==> config.mk <==
export PLATFORM = sky130hd
export DESIGN_NAME = ibex_obi_axi_bridge
export DESIGN_NICKNAME = d
export VERILOG_FILES = /design/src/rtl/ibex_obi_axi_bridge.sv
export SDC_FILE = /design/constraint.sdc
export NUM_CORES = 1
export LEC_CHECK = 0
export BUFFER_PORTS_ARGS = -buffer_cell sky130_fd_sc_hd__buf_2
export CORE_AREA = 2 2 121 123
export CTS_BUF_LIST = sky130_fd_sc_hd__clkbuf_4 sky130_fd_sc_hd__clkbuf_8
export CTS_CLUSTER_SIZE = 24
export DETAILED_ROUTE_END_ITERATION = 10
export DIE_AREA = 0 0 123 125
export PLACE_DENSITY = 0.58
export SYNTH_ARGS = -nofsm -noshare
export SYNTH_HDL_FRONTEND = slang
export SYNTH_SLANG_ARGS = --single-unit
==> constraint.sdc <==
create_clock -name clk_i -period 2.2 [get_ports clk_i]
set_clock_uncertainty 0.1 [all_clocks]
set_input_delay 0.44 -clock clk_i [delete_from_list [all_inputs] [get_ports clk_i]]
set_output_delay 0.44 -clock clk_i [all_outputs]
set_load 0.005 [all_outputs]
==> src/rtl/ibex_obi_axi_bridge.sv <==
// Bridge from the Ibex OBI data port to a single-beat AXI4 master.
// One transaction at a time. Responses are passed back in the same
// cycle as the R/B handshake.
//
// state | meaning
// IDLE  | waiting for a core request; grant is combinational
// AR    | read address presented, waiting for arready
// R     | waiting for the read data beat
// WR    | AW and W presented, each dropped after its own handshake
// B     | waiting for the write response
module ibex_obi_axi_bridge #(
    parameter logic [0:0] AXI_ID    = 1'b0,
    parameter logic [3:0] AXI_CACHE = 4'b0000
) (
    input  logic        clk_i,
    input  logic        rst_i,
    // OBI data port
    input  logic        data_req_i,
    output logic        data_gnt_o,
    input  logic        data_we_i,
    input  logic [3:0]  data_be_i,
    input  logic [31:0] data_addr_i,
    input  logic [31:0] data_wdata_i,
    output logic        data_rvalid_o,
    output logic [31:0] data_rdata_o,
    output logic        data_err_o,
    // AXI4 write address
    output logic [0:0]  m_axi_awid_o,
    output logic [31:0] m_axi_awaddr_o,
    output logic [7:0]  m_axi_awlen_o,
    output logic [2:0]  m_axi_awsize_o,
    output logic [1:0]  m_axi_awburst_o,
    output logic        m_axi_awlock_o,
    output logic [3:0]  m_axi_awcache_o,
    output logic [2:0]  m_axi_awprot_o,
    output logic [3:0]  m_axi_awqos_o,
    output logic        m_axi_awvalid_o,
    input  logic        m_axi_awready_i,
    // AXI4 write data
    output logic [31:0] m_axi_wdata_o,
    output logic [3:0]  m_axi_wstrb_o,
    output logic        m_axi_wlast_o,
    output logic        m_axi_wvalid_o,
    input  logic        m_axi_wready_i,
    // AXI4 write response
    input  logic [0:0]  m_axi_bid_i,
    input  logic [1:0]  m_axi_bresp_i,
    input  logic        m_axi_bvalid_i,
    output logic        m_axi_bready_o,
    // AXI4 read address
    output logic [0:0]  m_axi_arid_o,
    output logic [31:0] m_axi_araddr_o,
    output logic [7:0]  m_axi_arlen_o,
    output logic [2:0]  m_axi_arsize_o,
    output logic [1:0]  m_axi_arburst_o,
    output logic        m_axi_arlock_o,
    output logic [3:0]  m_axi_arcache_o,
    output logic [2:0]  m_axi_arprot_o,
    output logic [3:0]  m_axi_arqos_o,
    output logic        m_axi_arvalid_o,
    input  logic        m_axi_arready_i,
    // AXI4 read data
    input  logic [0:0]  m_axi_rid_i,
    input  logic [31:0] m_axi_rdata_i,
    input  logic [1:0]  m_axi_rresp_i,
    input  logic        m_axi_rlast_i,
    input  logic        m_axi_rvalid_i,
    output logic        m_axi_rready_o
);

    typedef enum logic [2:0] {
        IDLE = 3'd0,
        AR   = 3'd1,
        R    = 3'd2,
        WR   = 3'd3,
        B    = 3'd4
    } state_e;

    state_e      state_q, state_d;
    logic        aw_done_q, aw_done_d;
    logic        w_done_q, w_done_d;
    logic        we_q;
    logic [3:0]  be_q;
    logic [31:0] addr_q;
    logic [31:0] wdata_q;

    // Single-beat, word-sized, incrementing bursts with fixed attributes.
    assign m_axi_awid_o    = AXI_ID;
    assign m_axi_awaddr_o  = {addr_q[31:2], 2'b00};
    assign m_axi_awlen_o   = 8'd0;
    assign m_axi_awsize_o  = 3'b010;
    assign m_axi_awburst_o = 2'b01;
    assign m_axi_awlock_o  = 1'b0;
    assign m_axi_awcache_o = AXI_CACHE;
    assign m_axi_awprot_o  = 3'b000;
    assign m_axi_awqos_o   = 4'd0;
    assign m_axi_wdata_o   = wdata_q;
    assign m_axi_wstrb_o   = be_q;
    assign m_axi_wlast_o   = 1'b1;
    assign m_axi_arid_o    = AXI_ID;
    assign m_axi_araddr_o  = {addr_q[31:2], 2'b00};
    assign m_axi_arlen_o   = 8'd0;
    assign m_axi_arsize_o  = 3'b010;
    assign m_axi_arburst_o = 2'b01;
    assign m_axi_arlock_o  = 1'b0;
    assign m_axi_arcache_o = AXI_CACHE;
    assign m_axi_arprot_o  = 3'b000;
    assign m_axi_arqos_o   = 4'd0;

    // IDs and rlast carry no information for single-beat, single-outstanding use.
    logic unused_sig;
    assign unused_sig = ^{m_axi_bid_i, m_axi_rid_i, m_axi_rlast_i, m_axi_rresp_i[0],
                          m_axi_bresp_i[0], addr_q[1:0], we_q};

    // State register and request capture on grant.
    always_ff @(posedge clk_i) begin
        if (rst_i) begin
            state_q   <= IDLE;
            aw_done_q <= 1'b0;
            w_done_q  <= 1'b0;
            we_q      <= 1'b0;
            be_q      <= 4'd0;
            addr_q    <= 32'd0;
            wdata_q   <= 32'd0;
        end else begin
            state_q   <= state_d;
            aw_done_q <= aw_done_d;
            w_done_q  <= w_done_d;
            if (data_gnt_o) begin
                we_q    <= data_we_i;
                be_q    <= data_be_i;
                addr_q  <= data_addr_i;
                wdata_q <= data_wdata_i;
            end
        end
    end

    // Next state and handshake outputs; everything is forced low while in reset.
    always_comb begin
        state_d         = state_q;
        aw_done_d       = aw_done_q;
        w_done_d        = w_done_q;
        data_gnt_o      = 1'b0;
        data_rvalid_o   = 1'b0;
        data_rdata_o    = 32'd0;
        data_err_o      = 1'b0;
        m_axi_arvalid_o = 1'b0;
        m_axi_rready_o  = 1'b0;
        m_axi_awvalid_o = 1'b0;
        m_axi_wvalid_o  = 1'b0;
        m_axi_bready_o  = 1'b0;
        if (!rst_i) begin
            unique case (state_q)
                IDLE: begin
                    if (data_req_i) begin
                        data_gnt_o = 1'b1;
                        state_d    = data_we_i ? WR : AR;
                    end
                end
                AR: begin
                    m_axi_arvalid_o = 1'b1;
                    if (m_axi_arready_i) state_d = R;
                end
                R: begin
                    m_axi_rready_o = 1'b1;
                    if (m_axi_rvalid_i) begin
                        data_rvalid_o = 1'b1;
                        data_rdata_o  = m_axi_rdata_i;
                        data_err_o    = m_axi_rresp_i[1];
                        state_d       = IDLE;
                    end
                end
                WR: begin
                    m_axi_awvalid_o = !aw_done_q;
                    m_axi_wvalid_o  = !w_done_q;
                    aw_done_d = aw_done_q | m_axi_awready_i;
                    w_done_d  = w_done_q | m_axi_wready_i;
                    if (aw_done_d && w_done_d) begin
                        aw_done_d = 1'b0;
                        w_done_d  = 1'b0;
                        state_d   = B;
                    end
                end
                B: begin
                    m_axi_bready_o = 1'b1;
                    if (m_axi_bvalid_i) begin
                        data_rvalid_o = 1'b1;
                        data_err_o    = m_axi_bresp_i[1];
                        state_d       = IDLE;
                    end
                end
                default: state_d = IDLE;
            endcase
        end
    end

endmodule

## Word-level counts from Yosys, hierarchy flattened

Cells that the tools add are included.

| storage, ports and cells | value |
|---|---|
| register bits | 73 |
| bits in latches | 0 |
| bits in writable memories | 0 |
| memory bits (read-only) | 0 |
| input bits | 116 |
| output and inout port bits | 193 |
| logic and storage cells | 55 |
| memories | 0 |

| cells by class | value |
|---|---|
| $add $sub $neg | 0 |
| multiply operators | 0 |
| divide/modulo/power cells | 0 |
| order comparisons | 0 |
| eq/ne operators | 9 |
| shift operators | 0 |
| muxes and demuxes | 33 |
| bitwise operators | 2 |
| reductions and logical operators | 5 |

Operators with widths:

| cell | count |
|---|---|
| $mux 32 | 3 |
| $mux 1 | 21 |
| $mux 3 | 5 |
| $pmux 3 s5 | 1 |
| $ne 2x2->1 const B | 5 |
| $eq 3x2->1 const B | 2 |
| $reduce_and 5->1 | 1 |
| $pmux 1 s2 | 2 |
| $eq 3x1->1 const B | 1 |
| $eq 3x3->1 const B | 1 |
| $logic_not 3->1 | 1 |
| $logic_not 1->1 | 2 |
| $mux 2 | 1 |
| $or 1x1->1 | 2 |
| $logic_and 1x1->1 | 1 |

## Logic depth before layout (Yosys ltp)

Gate-level depths: netlist of the first run.

| logic depth | value |
|---|---|
| depth in word-level cells | 4 |
| mapped depth | 7 |
| depth with buffers taken out | 4 |

## Least setup slack after synthesis of the first run

No wires, ideal clock.

| timing | value |
|---|---|
| path type | input -> output |
| from | in rst_i |
| to | out data_rdata_o[10] |
| arrival time | 1.315 ns |
| required time | 1.660 ns |
| setup slack | 0.345 ns |
| stages on the path | 5 |
| buffers on the path | 2 |
| cell sequence | clkbuf_1 > nor2_1 > and2_1 > clkbuf_1 > and3_1 |

| between the ends | value |
|---|---|
| longest elaborated chain between the ends | 1 |

RTL lines:

| element | line | text |
|---|---|---|
| start: declaration | 16 | `input logic rst_i,` |
| $mux 32 | 152 | `if (!rst_i) begin` |
| end: declaration | 25 | `output logic [31:0] data_rdata_o,` |

No other way between the ends.

## Worst setup path after layout of the first run

| timing | value |
|---|---|
| from | reg state_q[1] |
| to | out data_rdata_o[29] |

| between the ends | value |
|---|---|
| longest elaborated chain between the ends | 3 |

RTL lines:

| element | line | text |
|---|---|---|
| start: declaration | 79 | `state_e state_q, state_d;` |
| start signal: assignment | 126 | `state_q <= state_d;` |
| $eq 3x2->1 | 153 | `unique case (state_q)` |
| $mux 32 | 153 |  |
| $mux 32 | 152 |  |

No other way between the ends.

==> results of run 1 <==
final timing paths:
path | from | endpoint | slack [ns]
max | state_q[1]$_SDFFE_PP0P_ | data_rdata_o[29] | 0.15
min reg2reg | m_axi_wdata_o[24]$_SDFFE_PP0P_ | m_axi_wdata_o[24]$_SDFFE_PP0P_ | 0.35
min | data_wdata_i[15] | m_axi_wdata_o[15]$_SDFFE_PP0P_ | 0.21
max reg2reg | state_q[0]$_SDFFE_PP0P_ | addr_q[9]$_SDFFE_PP0P_ | 0.42
power by group:
group          leakage (nW)  switching [mW]  internal [mW]
clock network        0.0953           0.501          0.515
logic                  1.98           0.600          0.500
registers             0.584           0.112           1.46
flip-flops by register name (all words and copies together), names as in the netlist:
name	flops
w_done_q	1
m_axi_wdata_o	32
state_q	3
aw_done_q	1
addr_q	30
m_axi_wstrb_o	4
layout make-up:
class / count / area, µm²
fillers: 1581 / 9480
repair buffers: 259 / 1370
clock buffers: 9 / 124
inverters: 2 / 7.51
well taps: 184 / 230
multi-input cells: 326 / 1500
clock inverters: 6 / 61.3
flip-flops and latches: 71 / 1430
cell usage after synthesis, types with 2 or more instances:
| cell type | number |
|---|---|
| sky130_fd_sc_hd__a21oi_1 | 68 |
| sky130_fd_sc_hd__and3_1 | 35 |
| sky130_fd_sc_hd__buf_2 | 4 |
| sky130_fd_sc_hd__buf_4 | 95 |
| sky130_fd_sc_hd__buf_6 | 4 |
| sky130_fd_sc_hd__clkbuf_1 | 16 |
| sky130_fd_sc_hd__conb_1 | 2 |
| sky130_fd_sc_hd__dfxtp_1 | 71 |
| sky130_fd_sc_hd__inv_1 | 2 |
| sky130_fd_sc_hd__mux2i_1 | 2 |
| sky130_fd_sc_hd__nand2_1 | 135 |
| sky130_fd_sc_hd__nor2_1 | 10 |
| sky130_fd_sc_hd__nor3_1 | 3 |
| sky130_fd_sc_hd__o21ai_0 | 3 |
cell families (layout without fill, tap and decap cells):
group / Yosys count / count (layout) / synth area share [%]
multiplexers: 2 / 2 / 0.565
AND/OR/NAND/NOR: 189 / 189 / 23.6
buffers and inverters: 121 / 276 / 23.9
flip-flops: 71 / 71 / 40.1
AO/OA/AOI/OAI: 78 / 78 / 11.6
other: 2 / 57 / 0.212
critical path, cell delays in order (launching register included):
cell                      delay [ns]
sky130_fd_sc_hd__dfxtp_4        0.38
sky130_fd_sc_hd__nor2b_4        0.16
sky130_fd_sc_hd__and2_4         0.18
sky130_fd_sc_hd__buf_12         0.15
sky130_fd_sc_hd__and3_1         0.17
sky130_fd_sc_hd__buf_2          0.11
metal layers:
| layer | part of all wire (%) | routed length (µm) | GRT usage [%] | up-vias |
|---|---|---|---|---|
| met2 | 49 | 5090 | 22.4 | 174 |
| met5 | 0 | 0 | 0 | - |
| met3 | 8.7 | 901 | 3.38 | 12 |
| met1 | 40 | 4180 | 14.4 | 1568 |
| li1 | - | - | - | 1765 |
| met4 | 1.5 | 155 | 4.81 | 0 |
placed cells by master, fill, tap and decap left out, types with 2 or more instances in the layout:
| master | instances |
|---|---|
| sky130_fd_sc_hd__and3_1 | 35 |
| sky130_fd_sc_hd__clkbuf_8 | 9 |
| sky130_fd_sc_hd__nor3_1 | 2 |
| sky130_fd_sc_hd__buf_12 | 3 |
| sky130_fd_sc_hd__o21ai_0 | 3 |
| sky130_fd_sc_hd__nand2_1 | 135 |
| sky130_fd_sc_hd__clkinv_2 | 3 |
| sky130_fd_sc_hd__mux2i_1 | 2 |
| sky130_fd_sc_hd__a21oi_1 | 68 |
| sky130_fd_sc_hd__buf_2 | 244 |
| sky130_fd_sc_hd__inv_1 | 2 |
| sky130_fd_sc_hd__conb_1 | 57 |
| sky130_fd_sc_hd__buf_4 | 12 |
| sky130_fd_sc_hd__dfxtp_1 | 68 |
| sky130_fd_sc_hd__dfxtp_4 | 2 |
| sky130_fd_sc_hd__nor2_1 | 9 |
per-stage QoR:
stage,total power [mW],instances,setup WS [ns],hold slack [ns],util (%)
final,3.69,857,0.146,0.209,33.3
after detailed placement,2.71,842,0.207,0.344,31.8
after global routing,3.97,857,0.0332,0.190,33.3
after global placement,2.70,842,0.209,0.340,31.8
after CTS,3.75,857,0.0285,0.184,33.1
after floorplan,2.37,518,0.345,0.353,-
==> impl_metrics.env, run 1 <==
export IMPL_status="complete, no violations"
export IMPL_avgSynthCellArea_um2=7.66
export IMPL_setup_viol=0
export IMPL_cts_max_path_buffers=2
export IMPL_syn_to_final_growth_pct=33.3
export IMPL_ys_warnings_count=0
export IMPL_syn_area_um2=3540
export IMPL_groute_usage_overall_pct=12.7
export IMPL_grt_antenna_before_repair=0
export IMPL_firstDrtPassIters=4
export IMPL_postSynthRegisterBits=71
export IMPL_netlist_area_leader_share_pct=40.1
export IMPL_vias=3519
export IMPL_rsz0062_at_grt="no"
export IMPL_post_cts_setup_buffers=0
export IMPL_ctsHoldBuffers=0
export IMPL_num_nets_final=785
export IMPL_synth_edff_count=0
export IMPL_ys_async_sr_fraction_pct=0
export IMPL_dpl_instance_area_um2=4510
export IMPL_timing_hold_worst_class="in -> reg"
export IMPL_reg2reg_depth=5
export IMPL_fraction_of_the_yosys_area_taken_by_sequential_cells_pct=40.1
export IMPL_cp_start_kind="register"
export IMPL_max_slew_margin_pct=53.6
export IMPL_leakagePower_nw=2.65
export IMPL_portion_of_the_clock_cycle_consumed_by_the_worst_path_in_the_final_layout_pct=93.4
export IMPL_gp_congestion=0.830
export IMPL_design_portCount=309
export IMPL_std_cell_rows=44
export IMPL_final_period_minus_worst_setup_slack_ns=2.05
export IMPL_synth_top_cells_by_area="sky130_fd_sc_hd__dfxtp_1 (40%), sky130_fd_sc_hd__buf_4 (20%), sky130_fd_sc_hd__nand2_1 (14%), sky130_fd_sc_hd__a21oi_1 (9.6%), sky130_fd_sc_hd__and3_1 (6.2%)"
export IMPL_vdd_ir_drop_max_mv=0.307
export IMPL_number_of_hold_slack_violations_in_the_final_timing_report=0
export IMPL_tritoncts_clock_tree="built"
export IMPL_yosys_most_used_dff="sky130_fd_sc_hd__dfxtp_1"
export IMPL_endpoint_kind="output port"
export IMPL_critPathArrivalTime_ns=1.51
export IMPL_worst_slew_pin_transition_ns=0.696
export IMPL_clk_insertion_delay_late_ns=0.36
export IMPL_start_util_pct=25.0
export IMPL_crit_fanout=29
export IMPL_port_bufs=244
export IMPL_antennaDiodeCount=0
export IMPL_grt_first_pass_wirelength_um=15200
export IMPL_detail_route_wl_per_cell_um=12.0
export IMPL_maxClockFrequency_ghz=0.487
export IMPL_worst_ep_required_time_ns=1.66
export IMPL_overflow=0
export IMPL_design_die_area_um2=15400
export IMPL_max_cap_violations=0
export IMPL_numClockSinks=71
export IMPL_worst_setup_hold_path_clk_slew_ns=0.08
export IMPL_first_iter_violations=162
export IMPL_die_y_um=125
export IMPL_cts_root_buffer_cell="sky130_fd_sc_hd__clkbuf_8"
export IMPL_ant_nets=0
export IMPL_post_route_cells_drive_above_1_share_pct=42.1
export IMPL_clock_tree_htree_level_count=3
export IMPL_via_per_inst=4.11
export IMPL_dieWidth_um=123
export IMPL_postSynthCellCount=463
export IMPL_post_route_cell_area_um2=4730
export IMPL_report_final_slew_viol_count=0
export IMPL_wl_um=10300
export IMPL_worst_setup_path_type="reg -> out"
export IMPL_core_um2=14200
export IMPL_hold_path_cell_cnt=3
export IMPL_grt_max_degree=65
export IMPL_yosysUniqueCellTypes=27
export IMPL_post_cts_resized=4
export IMPL_synthDominantAreaCellType="sky130_fd_sc_hd__dfxtp_1"
export IMPL_first_global_vias=3031
export IMPL_power_per_cell_area_nw_per_um2=781
export IMPL_hpwlAfterDp_um=7870
export IMPL_drc=0
export IMPL_fin_tns_setup_ns=0
export IMPL_cts_inserted_buffers=9
(Power assumes the default switching activity.)
==> inputs of run 2 (changes only) <==
--- a/config.mk
+++ b/config.mk
@@ -6,12 +6,14 @@
 export NUM_CORES = 1
 export LEC_CHECK = 0
 export BUFFER_PORTS_ARGS = -buffer_cell sky130_fd_sc_hd__buf_2
-export CORE_AREA = 2 2 121 123
+export CELL_PAD_IN_SITES_DETAIL_PLACEMENT = 0
+export CELL_PAD_IN_SITES_GLOBAL_PLACEMENT = 1
+export CORE_UTILIZATION = 25
 export CTS_BUF_LIST = sky130_fd_sc_hd__clkbuf_4 sky130_fd_sc_hd__clkbuf_8
 export CTS_CLUSTER_SIZE = 24
 export DETAILED_ROUTE_END_ITERATION = 10
-export DIE_AREA = 0 0 123 125
-export PLACE_DENSITY = 0.58
+export PLACE_DENSITY = 0.83
+export SKIP_CTS_REPAIR_TIMING = 1
 export SYNTH_ARGS = -nofsm -noshare
 export SYNTH_HDL_FRONTEND = slang
 export SYNTH_SLANG_ARGS = --single-unit
==> run 2 against run 1 <==
Setup slack worse by 0.031 ns; total power up 2.7%; die area down 4.7%; clock power up 15%; first-iteration DRC count down 15%; cell count down 1.1%; global-route usage up 0.84 points; count of clock-buffer cells in the layout up 1; sequential power about the same.
==> impl_metrics.env, run 2 (same netlist as run 1, synthesis figures left out) <==
export IMPL_cts_inserted_buffers=9
export IMPL_finalHoldWorstSlack_ns=0.209
export IMPL_port_bufs=244
export IMPL_worst_setup_hold_path_clk_slew_ns=0.09
export IMPL_post_route_cells_drive_above_1_share_pct=41.5
export IMPL_cts_max_path_buffers=2
export IMPL_power_per_cell_area_nw_per_um2=807
export IMPL_worst_setup_path_type="reg -> out"
export IMPL_antennaDiodeCount=0
export IMPL_total_power_mw=3.79
export IMPL_firstDrtPassIters=4
export IMPL_clock_tree_htree_level_count=3
export IMPL_nFillCells=1558
export IMPL_design_die_area_um2=14700
export IMPL_leakagePower_nw=2.63
export IMPL_final_core_util_pct=33.8
export IMPL_detail_route_wl_per_cell_um=12.0
export IMPL_core_um2=13900
export IMPL_final_period_minus_worst_setup_slack_ns=2.08
export IMPL_clk_insertion_delay_late_ns=0.35
export IMPL_timing_hold_worst_class="in -> reg"
export IMPL_cts_root_buffer_cell="sky130_fd_sc_hd__clkbuf_8"
export IMPL_first_global_vias=3054
export IMPL_design_portCount=309
export IMPL_syn_to_final_growth_pct=32.5
export IMPL_grt_first_pass_wirelength_um=15200
export IMPL_worst_ep_required_time_ns=1.66
export IMPL_maxClockFrequency_ghz=0.480
export IMPL_vdd_ir_drop_max_mv=0.310
export IMPL_cp_slowest_cell="sky130_fd_sc_hd__dfxtp_4"
export IMPL_via_per_inst=4.07
export IMPL_rsz0062_at_grt="no"
export IMPL_status="complete, no violations"
export IMPL_number_of_hold_slack_violations_in_the_final_timing_report=0
export IMPL_grt_met3_usage_pct=4.56
export IMPL_overflow=0
export IMPL_critical_path_max_stage_delay_ns=0.39
export IMPL_final_cell_mix="sky130_fd_sc_hd__buf_2 (244), sky130_fd_sc_hd__nand2_1 (135), sky130_fd_sc_hd__a21oi_1 (68), sky130_fd_sc_hd__dfxtp_1 (68), sky130_fd_sc_hd__conb_1 (57)"
export IMPL_endpoint_kind="output port"
export IMPL_dieWidth_um=121
export IMPL_grt_busiest_layer="met2"
export IMPL_cp_start_kind="register"
export IMPL_wl_um=10200
export IMPL_first_iter_violations=137
export IMPL_crit_fanout=33
export IMPL_report_final_slew_viol_count=0
export IMPL_portion_of_the_clock_cycle_consumed_by_the_worst_path_in_the_final_layout_pct=94.8
export IMPL_hpwlAfterDp_um=7460
export IMPL_tritoncts_clock_tree="built"
export IMPL_gp_congestion=0.754
export IMPL_grt_antenna_before_repair=0
export IMPL_largest_reg_flops=32
export IMPL_grt_met2_usage_pct=23.9
export IMPL_grtUsageMet1_pct=15.0
export IMPL_max_cap_violations=0
export IMPL_groute_usage_overall_pct=13.5
export IMPL_critPathArrivalTime_ns=1.54
export IMPL_grt_max_degree=67
export IMPL_setup_viol=0
export IMPL_critical_path_cell_chain="nor2b_4 > and2_1 > buf_12 > and3_1 > buf_2"
export IMPL_drc=0
export IMPL_vias=3451
export IMPL_std_cell_rows=43
export IMPL_layout_cells_most_common="sky130_fd_sc_hd__buf_2"
export IMPL_start_util_pct=25.5
export IMPL_num_nets_final=779
export IMPL_numClockSinks=71
export IMPL_die_y_um=121
export IMPL_ant_nets=0
[run 2: cell count changes in the layout (fill, tap and decap cells not counted), sizes merged]
cell	change
bufinv	+1
clkinv	-2
buf	-6
clkbuf	+1
clkinvlp	+1
[run 2: worst paths after layout]
check | start | end | slack [ns] | depth (start not counted)
setup / recovery | state_q[0]$_SDFFE_PP0P_ | data_rdata_o[16] | 0.12 | 5
hold / removal | data_addr_i[31] | addr_q[31]$_SDFFE_PP0P_ | 0.21 | 3
setup reg to reg | state_q[2]$_SDFFE_PP0P_ | state_q[0]$_SDFFE_PP0P_ | 0.62 | 5
hold reg to reg | m_axi_wstrb_o[0]$_SDFFE_PP0P_ | m_axi_wstrb_o[0]$_SDFFE_PP0P_ | 0.35 | 2
[run 2: report_power, final]
group          switching [mW]  internal [mW]  total, mW
Sequential              0.106           1.46       1.57
Clock                   0.517          0.657       1.17
Combinational           0.594          0.457       1.05
Total                    1.22           2.58       3.79
[run 2: cell type report]
type | count | area, µm² | area share (%)
multi-input cells | 326 | 1500 | 31.9
flip-flops and latches | 71 | 1430 | 30.4
repair buffers | 253 | 1310 | 28.0
well taps | 180 | 225 | 4.79
clock buffers | 10 | 131 | 2.80
clock inverters | 6 | 92.6 | 1.97
inverters | 2 | 7.51 | 0.160
[run 2: routing by layer]
| layer | vias to the layer above | wire length [µm] |
|---|---|---|
| li1 | 1751 | - |
| met1 | 1516 | 4130 |
| met2 | 176 | 5020 |
| met3 | 8 | 893 |
| met4 | 0 | 132 |
| met5 | - | 0 |
[run 2: worst max-delay path, delay by kind of cell, from the launching register on]
kind / cells / cell delay [ns]
simple gates: 3 / 0.51
flops: 1 / 0.39
buf+inv: 2 / 0.29
[run 2: metrics by stage]
step                TNS [ns]  instances  cell area, µm²  worst slack [ns]
floorplan                  0        518            3750             0.345
global placement           0        832            4450             0.225
detailed placement         0        832            4450             0.233
CTS                    -1.97        848            4680           -0.0891
global route               0        848            4700           0.00449
finish                     0        848            4700             0.115
